==> src/rtl/arcade_input_mapper.sv <==
// arcade_input_mapper
//   Two-player arcade control mapper. Merges PS/2 key latches with two
//   joypads, applies optional 90-degree rotation, shapes coin requests into
//   fixed-length pulses and, when INPUT_AUTOFIRE_EN is defined, gates masked
//   fire buttons with a free-running autofire phase.
//   Optional build macro: INPUT_AUTOFIRE_EN (undefined: af_mask is ignored,
//   no autofire counter exists, fire buttons pass straight through).
//   Start buttons from either pad drive start1/start2. Pad 0's coin button
//   requests coin1 and pad 1's coin button requests coin2.

module arcade_input_mapper #(
  parameter int BUTTONS    = 1,        // fire buttons per player, 1..4
  parameter int COIN_PULSE = 1200000,  // coin high time in clk_sys cycles, >= 2
  parameter int AF_HALF    = 300000    // autofire half-period in clk_sys cycles, >= 1
) (
  input  logic               clk_sys,
  input  logic               reset_n,
  input  logic [10:0]        ps2_key,        // {toggle, pressed, extended, code}
  input  logic [15:0]        joystick_0,
  input  logic [15:0]        joystick_1,
  input  logic               merge_joy,
  input  logic               rotate,
  input  logic               rotate_ccw,
  input  logic               coin_on_start,
  input  logic [BUTTONS-1:0] af_mask,
  output logic [3:0]         p1_dir,         // {up, down, left, right}
  output logic [3:0]         p2_dir,
  output logic [BUTTONS-1:0] p1_fire,
  output logic [BUTTONS-1:0] p2_fire,
  output logic               start1,
  output logic               start2,
  output logic               coin1,
  output logic               coin2
);

  // Key latch vector layout. Direction groups are {up, down, left, right}.
  localparam int K_P1_DIR  = 0;
  localparam int K_P1_FIRE = 4;
  localparam int K_P2_DIR  = 8;
  localparam int K_P2_FIRE = 12;
  localparam int K_START1  = 16;
  localparam int K_START2  = 17;
  localparam int K_COIN1   = 18;
  localparam int K_COIN2   = 19;
  localparam int NKEYS     = 20;

  // Fire latches above BUTTONS-1 can never be written.
  localparam logic [3:0]       FIRE_OK = 4'((1 << BUTTONS) - 1);
  localparam logic [NKEYS-1:0] KEY_OK  = {4'hF, FIRE_OK, 4'hF, FIRE_OK, 4'hF};

  // Pad bit positions that depend on the number of fire buttons.
  localparam int J_START1 = 4 + BUTTONS;
  localparam int J_START2 = 5 + BUTTONS;
  localparam int J_COIN   = 6 + BUTTONS;

  localparam int CW = $clog2(COIN_PULSE);

  typedef enum logic [1:0] {
    S_IDLE,
    S_PULSE,
    S_HOLD
  } coin_state_t;

  // ---------------------------------------------------------------------------
  // PS/2 event detection and key latches
  // ---------------------------------------------------------------------------
  logic             r_primed;
  logic             r_old_toggle;
  logic [NKEYS-1:0] r_keys;
  logic [NKEYS-1:0] w_key_hit;
  logic [NKEYS-1:0] w_key_sel;
  logic             w_key_event;

  assign w_key_event = r_primed & (ps2_key[10] ^ r_old_toggle);
  assign w_key_sel   = w_key_hit & KEY_OK;

  // Decode the scan code into the one latch it controls; the extended bit
  // never participates, so both left Ctrl (14) and right Ctrl (E014) fire.
  always_comb begin
    // NOTE: default assignment first so no path leaves w_key_hit unassigned,
    // which would otherwise infer a latch.
    w_key_hit = '0;
    case (ps2_key[7:0])
      8'h75:        w_key_hit[K_P1_DIR + 3]  = 1'b1;
      8'h72:        w_key_hit[K_P1_DIR + 2]  = 1'b1;
      8'h6B:        w_key_hit[K_P1_DIR + 1]  = 1'b1;
      8'h74:        w_key_hit[K_P1_DIR + 0]  = 1'b1;
      8'h14, 8'h29: w_key_hit[K_P1_FIRE + 0] = 1'b1;
      8'h11:        w_key_hit[K_P1_FIRE + 1] = 1'b1;
      8'h12:        w_key_hit[K_P1_FIRE + 2] = 1'b1;
      8'h1A:        w_key_hit[K_P1_FIRE + 3] = 1'b1;
      8'h2D:        w_key_hit[K_P2_DIR + 3]  = 1'b1;
      8'h2B:        w_key_hit[K_P2_DIR + 2]  = 1'b1;
      8'h23:        w_key_hit[K_P2_DIR + 1]  = 1'b1;
      8'h34:        w_key_hit[K_P2_DIR + 0]  = 1'b1;
      8'h1C:        w_key_hit[K_P2_FIRE + 0] = 1'b1;
      8'h1B:        w_key_hit[K_P2_FIRE + 1] = 1'b1;
      8'h15:        w_key_hit[K_P2_FIRE + 2] = 1'b1;
      8'h1D:        w_key_hit[K_P2_FIRE + 3] = 1'b1;
      8'h05, 8'h16: w_key_hit[K_START1]      = 1'b1;
      8'h06, 8'h1E: w_key_hit[K_START2]      = 1'b1;
      8'h2E:        w_key_hit[K_COIN1]       = 1'b1;
      8'h36:        w_key_hit[K_COIN2]       = 1'b1;
      default:      w_key_hit = '0;
    endcase
  end

  // Track the toggle bit; the first cycle after reset only primes it so a
  // toggle level left over from before reset is not taken as a key event.
  // NOTE: state registers use non-blocking (<=) so every flop samples the
  // pre-edge values of the others, exactly as the hardware does.
  always_ff @(posedge clk_sys or negedge reset_n) begin
    if (!reset_n) begin
      r_primed     <= 1'b0;
      r_old_toggle <= 1'b0;
      r_keys       <= '0;
    end else begin
      r_old_toggle <= ps2_key[10];
      r_primed     <= 1'b1;
      if (w_key_event) begin
        r_keys <= (r_keys & ~w_key_sel) | (w_key_sel & {NKEYS{ps2_key[9]}});
      end
    end
  end

  // ---------------------------------------------------------------------------
  // Player sources
  // ---------------------------------------------------------------------------
  logic [3:0]         w_p1_dir_raw;
  logic [3:0]         w_p2_dir_raw;
  logic [BUTTONS-1:0] w_p1_fire_raw;
  logic [BUTTONS-1:0] w_p2_fire_raw;
  logic               w_start1;
  logic               w_start2;
  logic [1:0]         w_coin_req;
  logic [BUTTONS-1:0] w_af_gate;
  logic               w_unused;

  assign w_p1_dir_raw  = r_keys[K_P1_DIR +: 4] | joystick_0[3:0]
                       | ({4{merge_joy}} & joystick_1[3:0]);
  assign w_p2_dir_raw  = r_keys[K_P2_DIR +: 4] | joystick_1[3:0]
                       | ({4{merge_joy}} & joystick_0[3:0]);
  assign w_p1_fire_raw = r_keys[K_P1_FIRE +: BUTTONS] | joystick_0[4 +: BUTTONS]
                       | ({BUTTONS{merge_joy}} & joystick_1[4 +: BUTTONS]);
  assign w_p2_fire_raw = r_keys[K_P2_FIRE +: BUTTONS] | joystick_1[4 +: BUTTONS]
                       | ({BUTTONS{merge_joy}} & joystick_0[4 +: BUTTONS]);

  assign w_start1 = r_keys[K_START1] | joystick_0[J_START1] | joystick_1[J_START1];
  assign w_start2 = r_keys[K_START2] | joystick_0[J_START2] | joystick_1[J_START2];

  assign w_coin_req[0] = r_keys[K_COIN1] | joystick_0[J_COIN]
                       | (coin_on_start & (w_start1 | w_start2));
  assign w_coin_req[1] = r_keys[K_COIN2] | joystick_1[J_COIN];

  // Bits with no function here (upper pad bits, the extended flag, and
  // af_mask in the non-autofire build) are gathered so they read as consumed.
  assign w_unused = ^{ps2_key[8], joystick_0, joystick_1, af_mask};

  // Rotate a {up, down, left, right} group by 90 degrees.
  function automatic logic [3:0] rotate_dir(input logic [3:0] d,
                                            input logic       en,
                                            input logic       ccw);
    if (!en)       return d;
    else if (!ccw) return {d[1], d[0], d[2], d[3]};  // up<-left, down<-right, left<-down, right<-up
    else           return {d[0], d[1], d[3], d[2]};  // up<-right, down<-left, left<-up, right<-down
  endfunction

  // ---------------------------------------------------------------------------
  // Autofire
  // ---------------------------------------------------------------------------
`ifdef INPUT_AUTOFIRE_EN
  localparam int AFW = (AF_HALF > 1) ? $clog2(AF_HALF) : 1;

  logic [AFW-1:0] r_af_cnt;
  logic           r_af_phase;

  // Free-running divider: flip the phase once every AF_HALF cycles.
  always_ff @(posedge clk_sys or negedge reset_n) begin
    if (!reset_n) begin
      r_af_cnt   <= '0;
      r_af_phase <= 1'b0;
    end else if (r_af_cnt == AFW'(AF_HALF - 1)) begin
      r_af_cnt   <= '0;
      r_af_phase <= ~r_af_phase;
    end else begin
      r_af_cnt <= r_af_cnt + 1'b1;
    end
  end

  assign w_af_gate = ~af_mask | {BUTTONS{r_af_phase}};
`else
  assign w_af_gate = '1;
`endif

  // ---------------------------------------------------------------------------
  // Registered player outputs
  // ---------------------------------------------------------------------------
  // One register stage from the merged sources to every player output.
  always_ff @(posedge clk_sys or negedge reset_n) begin
    if (!reset_n) begin
      p1_dir  <= '0;
      p2_dir  <= '0;
      p1_fire <= '0;
      p2_fire <= '0;
      start1  <= 1'b0;
      start2  <= 1'b0;
    end else begin
      p1_dir  <= rotate_dir(w_p1_dir_raw, rotate, rotate_ccw);
      p2_dir  <= rotate_dir(w_p2_dir_raw, rotate, rotate_ccw);
      p1_fire <= w_p1_fire_raw & w_af_gate;
      p2_fire <= w_p2_fire_raw & w_af_gate;
      start1  <= w_start1;
      start2  <= w_start2;
    end
  end

  // ---------------------------------------------------------------------------
  // Coin pulse shaping
  // ---------------------------------------------------------------------------
  coin_state_t r_coin_st  [2];
  logic [CW-1:0] r_coin_cnt [2];
  logic [1:0]  r_coin_req_d;
  logic [1:0]  r_coin_out;

  // Per coin: a request rising edge starts one COIN_PULSE-long pulse; a
  // request still held when it ends parks in HOLD until released.
  always_ff @(posedge clk_sys or negedge reset_n) begin
    if (!reset_n) begin
      for (int i = 0; i < 2; i++) begin
        r_coin_st[i]  <= S_IDLE;
        r_coin_cnt[i] <= '0;
      end
      r_coin_req_d <= '0;
      r_coin_out   <= '0;
    end else begin
      for (int i = 0; i < 2; i++) begin
        r_coin_req_d[i] <= w_coin_req[i];
        case (r_coin_st[i])
          S_IDLE: begin
            if (w_coin_req[i] && !r_coin_req_d[i]) begin
              r_coin_st[i]  <= S_PULSE;
              r_coin_out[i] <= 1'b1;
              r_coin_cnt[i] <= CW'(COIN_PULSE - 1);
            end
          end
          S_PULSE: begin
            if (r_coin_cnt[i] == '0) begin
              r_coin_out[i] <= 1'b0;
              r_coin_st[i]  <= w_coin_req[i] ? S_HOLD : S_IDLE;
            end else begin
              r_coin_cnt[i] <= r_coin_cnt[i] - 1'b1;
            end
          end
          S_HOLD: begin
            if (!w_coin_req[i]) r_coin_st[i] <= S_IDLE;
          end
          default: begin
            r_coin_st[i]  <= S_IDLE;
            r_coin_out[i] <= 1'b0;
          end
        endcase
      end
    end
  end

  assign coin1 = r_coin_out[0];
  assign coin2 = r_coin_out[1];

endmodule

==> config.mk <==
export PLATFORM = sky130hd
export DESIGN_NAME = arcade_input_mapper
export DESIGN_NICKNAME = d
export VERILOG_FILES = /design/src/rtl/arcade_input_mapper.sv
export SDC_FILE = /design/constraint.sdc
export NUM_CORES = 1
export LEC_CHECK = 0
export BUFFER_PORTS_ARGS = -buffer_cell sky130_fd_sc_hd__buf_2
export CAP_MARGIN = 20
export CELL_PAD_IN_SITES_DETAIL_PLACEMENT = 1
export CELL_PAD_IN_SITES_GLOBAL_PLACEMENT = 2
export CORE_MARGIN = 2
export CORE_UTILIZATION = 38
export DETAILED_ROUTE_END_ITERATION = 16
export GPL_TIMING_DRIVEN = 0
export PLACE_DENSITY_LB_ADDON = 0.1
export SLEW_MARGIN = 0
export SYNTH_ARGS = -nofsm -noshare
export SYNTH_HDL_FRONTEND = slang
export SYNTH_SLANG_ARGS = --single-unit
==> constraint.sdc <==
create_clock -name clk_sys -period 4.7 [get_ports clk_sys]
set_clock_uncertainty 0.2 [all_clocks]
set_input_delay 0.705 -clock clk_sys [delete_from_list [all_inputs] [get_ports clk_sys]]
set_output_delay 0.705 -clock clk_sys [all_outputs]
set_load 0.02 [all_outputs]
Word-level counts from Yosys, hierarchy flattened
Index checks and enable logic that the tools add are counted.
- flip-flop bits (word level): 84
- bits in latches: 0
- RAM bits: 0
- bits in read-only memories: 0
- bits of input ports: 50
- output and inout port bits: 14
- logic and storage cells: 135
- memories kept: 0
- add/subtract/negate cells: 2
- multipliers: 0
- divide/modulo/power cells: 0
- $lt $le $gt $ge: 0
- equal/unequal tests: 29
- shifts and indexed selects: 0
- mux-type cells: 40
- bitwise logic cells: 29
- reduce and logical (&&, ||, !) cells: 19
- operators with widths (kind ; number):
    $mux 21 ; 4
    $pmux 21 s2 ; 2
    $eq 8x6->1 const B ; 7
    $logic_not 21->1 ; 2
    $sub 21x1->21 const B ; 2
    $and 20x20->20 ; 2
    $eq 8x5->1 const B ; 4
    $eq 8x7->1 const B ; 4
    $not 20->20 ; 1
    $or 20x20->20 ; 1
    $mux 1 ; 18
    $reduce_and 3->1 ; 6
    $eq 8x3->1 const B ; 2
    $mux 2 ; 8
    $mux 4 ; 4
    $ne 2x2->1 const B ; 8
    $or 4x4->4 ; 4
    $or 1x1->1 ; 12
    $pmux 2 s3 ; 2
    $and 4x4->4 ; 2
    $pmux 1 s3 ; 2
    $reduce_or 2->1 ; 3
    $and 1x1->1 ; 4
    $eq 2x1->1 const B ; 2
    other kinds (7) ; 13

Logic depth before layout (Yosys ltp)
Gate-level depths: netlist (run 1).
- depth in word-level cells: 8
- gate-level depth with buffers: 8
- depth with buffers taken out: 7

Worst setup path after synthesis (run 1)
No wires, ideal clock.
- kind: input to register
- from: in joystick_0[5]
- to: reg r_coin_cnt[32] (netlist name)
- library setup time: 0.132 ns
- data arrival time: 2.075 ns
- slack: 2.293 ns
- cell stages on the path: 5
- path buffers: 1
- cell sequence: or4_1 -> o32ai_1 -> nor4_1 -> clkbuf_1 -> or3b_1
- cells in the longest elaborated chain, start to end: 8
- ends and longest elaborated chain (element ; RTL line ; source):
    from (decl) ; 19 ; input logic [15:0] joystick_0,
    $or 1x1->1 (2 in series) ; 148 ; assign w_start1 = r_keys[K_START1] | joystick_0[J_START1] | joystick_1[J_START1];
    $or 1x1->1 ; 152 ; | (coin_on_start & (w_start1 | w_start2));
    $and 1x1->1 ; 152 ;
    $or 1x1->1 ; 152 ;
    $logic_and 1x1->1 ; 240 ; if (w_coin_req[i] && !r_coin_req_d[i]) begin
    $ne 2x2->1 (no line) ; - ;
    $reduce_and 3->1 (no line) ; - ;
    to (signal, indexed assignment) ; 243 ; r_coin_cnt[i] <= CW'(COIN_PULSE - 1);
    to (signal, indexed assignment) ; 251 ; r_coin_cnt[i] <= r_coin_cnt[i] - 1'b1;
    to (decl) ; 221 ; logic [CW-1:0] r_coin_cnt [2];
Every way passes these cells.
A chain may end at the register's enable or synchronous reset.

Worst setup path in the final report (run 1)
- from: reg r_coin_cnt[21] (netlist name)
- to: reg r_coin_cnt[30] (netlist name)
- cells in the longest elaborated chain, start to end: 3
- ends and longest elaborated chain (element ; RTL line):
    $sub 21x1->21 or $logic_not 21->1 (tied branches) ; 251, 247
    $mux 21 or $ne 2x2->1 (tied branches) ; -
    $pmux 21 s2 or $reduce_and 3->1 (tied branches) ; -
Parallel ways exist; a longest one is shown, timed or not. The select of a mux whose other input is x is not followed.

==> metrics.txt, run 1 <==
HP Class primary input to async pin; post-synth cell types 56; CTS hold repair buffers 0; Syn Nets 460; FF/Latch Area 1950 um2; PD cells 390 nW/um2; Detailed Route WL around 10000 um; Syn Inst Count 406; crit path from r_coin_cnt[21]; Core Area 10300 um2; Final Hold Vio Count 0; peak supply drop 0.000261 V; Starting Density between 30% and 40%; Slew Viols, Final 0; Critical Path Fanout Max 6; Tcrit/Tclk final 55.3%; CTS tree yes; initial DRC count 123; Synth top area share 48.5%; PortBufs 42; Async S/R FF share, synth between 90% and 100%; first-pass GRT wire length 17400 um; crit path capture type register; worst slack at placement around 1.7 ns; relative slew slack 53.9%; clk buf depth 2; # IOs 64; outcome finished clean; Vias between 3000 and 4000; mean post-synth cell area ~9.9 um2; total negative slack 0 ns; startpoint types register; final setup violation count 0; Die W 107 um; area of the multi-input gates 1990 um2; leakage power about 1.8 nW; met1 wire length approximately 5000 um; top cells by area, synth dfrtp_1, mux2_2, nand2_1; Die H 107 um; Num CTS Buffers 9; commonest register cell after synthesis dfrtp_1; setup bufs post-CTS 0; # rows 37; number of max-cap violations 0; root buf cell clkbuf_8; GRT overflow 0; post-place instance area around 4400 um2; # nets final 514; layout cells sized above 1 18.1%; metal2 WL 4790 um; largest net degree at the start of global routing 47; Period minus WS final about 2.6 ns; Detailed Routing Iterations Pass 1 4; Yosys top cell by area dfrtp_1; cell area after layout ~4700 um2; dpl hpwl 7600 um; H-tree levels 3; vias in the first global route 3399; total track usage 19.3%; fillers 1197; unrepaired setup endpoints after global routing no; die area roughly 11000 um2; measured slew at the worst slew-check pin 0.685 ns; Post-DRT Antenna Nets 0; Clk Latency, worst-skew pair 0.35 ns; Yosys warning count 0; Sink Count between 70 and 80; Worst EP arrival 2.63 ns; GP Congestion 0.870; Critical Path RT between 4 and 5 ns; Vias/cell 5.59; Final WS setup 2.10 ns; WL met3 330 um; post_cts resized 0; WS Path Type register to register; fmax 385 MHz; DRC viols 0; number of synthesized flops with an enable pin 0; Synth Cell Area 4030 um2; WL/cell 17.1 um; Antenna diodes 0; synthesized flop and latch total 78; DR top layer met4; initial antenna violation count 0; post-synthesis sequential area ratio 48.5%; reg2reg start r_coin_cnt[21]; Worst-path clk slew 0.08 ns; area delta synth->final 15.7%
cells in the final DEF, fill, tap and decap left out, drive strengths merged, types with 5 or more instances in the layout:
master,Yosys,layout
nand3b,5,5
nand3,15,15
o21ai,27,27
dfrtp,78,78
and3,5,5
nor2,29,29
a21oi,16,16
mux2,15,15
or3,16,16
inv,8,8
nor4,12,12
mux2i,14,14
o31ai,9,9
or4,10,10
nand2,38,38
a211oi,15,15
buf,3,46
nor3,23,23
clkbuf,9,23
Yosys cell counts (3+ instances only):
| library cell | number |
|---|---|
| a21oi_1 | 16 |
| a31oi_1 | 4 |
| o211ai_1 | 3 |
| ha_1 | 4 |
| nor2b_1 | 4 |
| nor3_1 | 23 |
| nand2_1 | 38 |
| o31ai_1 | 8 |
| mux2_2 | 15 |
| mux2i_1 | 14 |
| o21ai_0 | 27 |
| and2_1 | 3 |
| nor4_1 | 9 |
| nand3_1 | 15 |
| a211o_1 | 3 |
| dfrtp_1 | 78 |
| a211oi_1 | 14 |
| nand3b_1 | 5 |
| clkbuf_1 | 9 |
| or4_1 | 9 |
| xnor2_1 | 4 |
| nand2b_1 | 4 |
| nand4b_1 | 3 |
| and3_1 | 4 |
| inv_1 | 8 |
| or3_1 | 15 |
| nor2_1 | 29 |
metrics by stage:
step,hold WS (ns),utilization [%],std cells,power [W]
finish,0.0931,45.1,601,0.00182
global route,0.110,45.1,601,0.00193
CTS,0.0944,45.1,601,0.00184
detailed placement,0.256,43.0,585,0.00128
global placement,0.263,42.7,584,0.00126
floorplan,0.209,-,406,0.00112
worst max-delay path, stage by stage (launching register included):
cell	delay (ns)
dfrtp_1	0.40
inv_1	0.09
ha_1	0.15
nor3b_1	0.42
nand3_1	0.21
o21ai_0	0.53
nor3_1	0.11
or3b_1	0.38
per-layer routing:
layer	track usage [%]	vias to the layer above
met5	0	-
met4	7.24	0
met3	3.22	13
met2	30.1	47
met1	27.0	1674
li1	-	1625
cell type report:
type                       instances  share of cell area [%]
multi-input combinational        308                    42.7
sequential                        78                    41.9
timing repair buffer              43                    5.16
clock buffer                      14                    3.92
tap                              136                    3.65
buffer                            12                    1.21
clock inverter                     2                   0.806
inverter                           8                   0.645
path summary, 6_finish.rpt:
kind	end	slack, ns	depth (start not counted)
max in group asynchronous	r_coin_cnt[27]	3.61	2
setup / recovery	r_coin_cnt[30]	2.10	7
setup reg to reg	r_coin_cnt[30]	2.10	7
min in group clk_sys	p1_fire	0.29	1
hold reg to reg	p1_fire	0.29	1
hold / removal	r_coin_cnt[35]	0.09	1
cell families (layout without fill, tap and decap cells):
kind of cell | Yosys count | after routing | share of synthesized area [%]
AND/OR/NAND/NOR | 179 | 179 | 24.4
XOR/XNOR | 6 | 6 | 1.31
other | 1 | 1 | 0.0931
buffers and inverters | 20 | 79 | 2.14
multiplexers | 29 | 29 | 7.68
adder cells (fa/ha/maj) | 4 | 4 | 1.24
flip-flops | 78 | 78 | 48.5
AO/OA/AOI/OAI | 89 | 89 | 14.6
power by group:
group | internal (W) | switching, W | leakage (nW)
registers | 0.000760 | 0.0000998 | 0.907
clock network | 0.000304 | 0.000246 | 0.109
logic | 0.000156 | 0.000252 | 0.817
total | 0.00122 | 0.000598 | 1.83
(Power assumes the default switching activity.)
==> run 2, diff against run 1 <==
--- a/config.mk
+++ b/config.mk
@@ -10,7 +10,7 @@
 export CELL_PAD_IN_SITES_DETAIL_PLACEMENT = 1
 export CELL_PAD_IN_SITES_GLOBAL_PLACEMENT = 2
 export CORE_MARGIN = 2
-export CORE_UTILIZATION = 38
+export CORE_UTILIZATION = 32
 export DETAILED_ROUTE_END_ITERATION = 16
 export GPL_TIMING_DRIVEN = 0
 export PLACE_DENSITY_LB_ADDON = 0.1
==> constraint.sdc (replaced) <==
create_clock -name clk_sys -period 2.2 [get_ports clk_sys]
set_clock_uncertainty 0.2 [all_clocks]
set_input_delay 0.33 -clock clk_sys [delete_from_list [all_inputs] [get_ports clk_sys]]
set_output_delay 0.33 -clock clk_sys [all_outputs]
set_load 0.02 [all_outputs]
==> run 2 against run 1 <==
Against the previous run:
- the flow now finishes with violations (negative setup slack)
- hold slack worse by 0.080 ns
- non-clock buffer count is 28 higher
- count of clock-buffer cells in the layout is 1 lower
- critical path type unchanged
- largest cell class unchanged
- via count is 4.1% higher
- core utilization is 0.94 points lower
- global-route usage is 1.9 points lower
==> metrics.txt, run 2 (same netlist as run 1, synthesis figures left out) <==
# rows 40; leakage power 2.11 nW; Final WS setup -0.142 ns; slowest CP cell or4_4; WL/cell ~17 um; most frequent cells in the layout dfrtp_1, buf_2, nand2_1; startpoint types register; first-pass GRT wire length 18400 um; Cell Count, Final, Fillers Out 662; Worst-path clk slew 0.06 ns; worst slack at placement -0.398 ns; crit-path leading delay family simple AND/OR/NAND/NOR gates; failing checks negative setup slack; Critical Path Fanout Max 5; PortBufs 42; dpl hpwl 7680 um; Core Area 12200 um2; Buf/Inv on CP 2; H-tree levels 3; WS Path Type register to register; area delta synth->final 33.4%; Int Pwr 0.00309 W; sequential share of power 41.7%; unrepaired setup endpoints after global routing yes; NetSw between 0.001 and 0.0015 W; dpl cells a little over 600; Num CTS Buffers 9; commonest non-fill, non-tap cell in the layout dfrtp_1; die area 13500 um2; initial antenna violation count 1; DRC viols 0; critical path's largest stage delay ~0.54 ns; fmax 427 MHz; Die H 116 um; hold slack about 0.013 ns; logic gate share of total power between 20% and 30%; Vias/cell ~5.3; sw frac approximately a third; total track usage 17.4%; vias in the first global route between 3000 and 4000; Starting Density 33.1%; initial DRC count 127; Slew Viols, Final 0; CP cell instances or4_4 > a211oi_4 > buf_4 > o31ai_4 > buf_6 > or3_1 > a21oi_1; outcome finished, violations left; Tcrit/Tclk final 106%; peak supply drop about 0.00044 V; Period minus WS final between 2 and 2.5 ns; fillers 1386; Vias around 3500; final core area utilization 44.2%; number of max-cap violations 0; Final Hold Vio Count 0; final setup violation count 13; Post-DRT Antenna Nets 0; # IOs 64; Clk Latency, worst-skew pair 0.33 ns; Die W 116 um; clk buf depth 2; Critical Path RT between 2 and 2.5 ns; GRT overflow 0; HP Class primary input to register; crit path capture type register; Sink Count 78; clock power share between 30% and 40%; total negative slack -0.888 ns; CTS tree yes; # nets final 542; PD cells 845 nW/um2; Detailed Routing Iterations Pass 1 4; measured slew at the worst slew-check pin around 0.57 ns; layout cells sized above 1 33.9%; root buf cell clkbuf_16; relative slew slack 61.7%; Detailed Route WL 11100 um; GP Congestion 0.760; Worst EP arrival 2.40 ns; largest net degree at the start of global routing 54
run 2: cell types whose count changed in the layout (fill, tap and decap cells not counted), moves of 5 or more:
cell and delta:
buf_4 +21, buf_6 +5, clkbuf_1 -6, clkbuf_16 +9, clkbuf_8 -9, dfrtp_1 -7, dfrtp_2 +7, nand3_1 -5
nand3_2 +5, nor4_1 -5, o21ai_0 -7, o21ai_1 +6
run 2: timing repair:
action,CTS,global route
endpoints found under the setup margin,31,39
gates cloned,0,1
pin swaps,4,17
hold buffers,3,0
setup buffers,4,21
hold endpoints to repair,27,0
gates resized for setup,23,66
run 2: metal layers:
metal  global-route usage [%]  up-vias  share of wire, %
met3                     3.17        8               2.4
met5                        0        -                 0
met1                     24.4     1771                50
met2                     27.5       38                46
met4                     5.48        0              0.98
li1                         -     1680                 -
run 2: path summary, 6_finish.rpt:
path / start / endpoint / slack (ns) / cells past startpoint
max reg2reg: r_coin_cnt[3] / r_coin_cnt[18] / -0.14 / 7
min reg2reg: register / p1_fire / 0.28 / 1
min in group asynchronous: reset_n / r_coin_cnt[37] / 0.27 / 2
min: joystick_1[4] / p2_fire / 0.01 / 2
max: r_coin_cnt[3] / r_coin_cnt[18] / -0.14 / 7
max in group asynchronous: reset_n / r_coin_cnt[4] / 0.92 / 3
run 2: worst reg2reg max path: stages (launching register included):
cell and delay [ns]:
dfrtp_2 0.44, or4_4 0.54, a211oi_4 0.26, buf_4 0.19, o31ai_4 0.07, buf_6 0.14, or3_1 0.30, a21oi_1 0.14
run 2: power by group through the flow:
| stage | sequential (W) | combinational, W | clock [W] |
|---|---|---|---|
| after floorplan | 0.00185 | 0.000549 | 0 |
| after global placement | 0.00186 | 0.000845 | 0 |
| after detailed placement | 0.00187 | 0.000870 | 0 |
| after CTS | 0.00186 | 0.000917 | 0.00164 |
| after global routing | 0.00193 | 0.00119 | 0.00169 |
| final | 0.00189 | 0.00105 | 0.00159 |
run 2: final cells by class:
cell class,instances,area (um2),share of cell area [%]
Multi-Input combinational cell,308,2300,42.9
Sequential cell,78,1960,36.5
Timing Repair Buffer,72,482,8.97
Clock buffer,13,280,5.22
Tap cell,168,210,3.91
Buffer,11,62.6,1.16
Clock inverter,3,40.0,0.745
Inverter,8,30.0,0.559
Antenna cell,1,2.50,0.0466
run 2: metrics by stage:
step	power [W]	instance area, um2
after floorplan	0.00240	4030
after global placement	0.00270	4450
after detailed placement	0.00274	4480
after CTS	0.00441	4970
after global routing	0.00481	5370
final	0.00454	5370
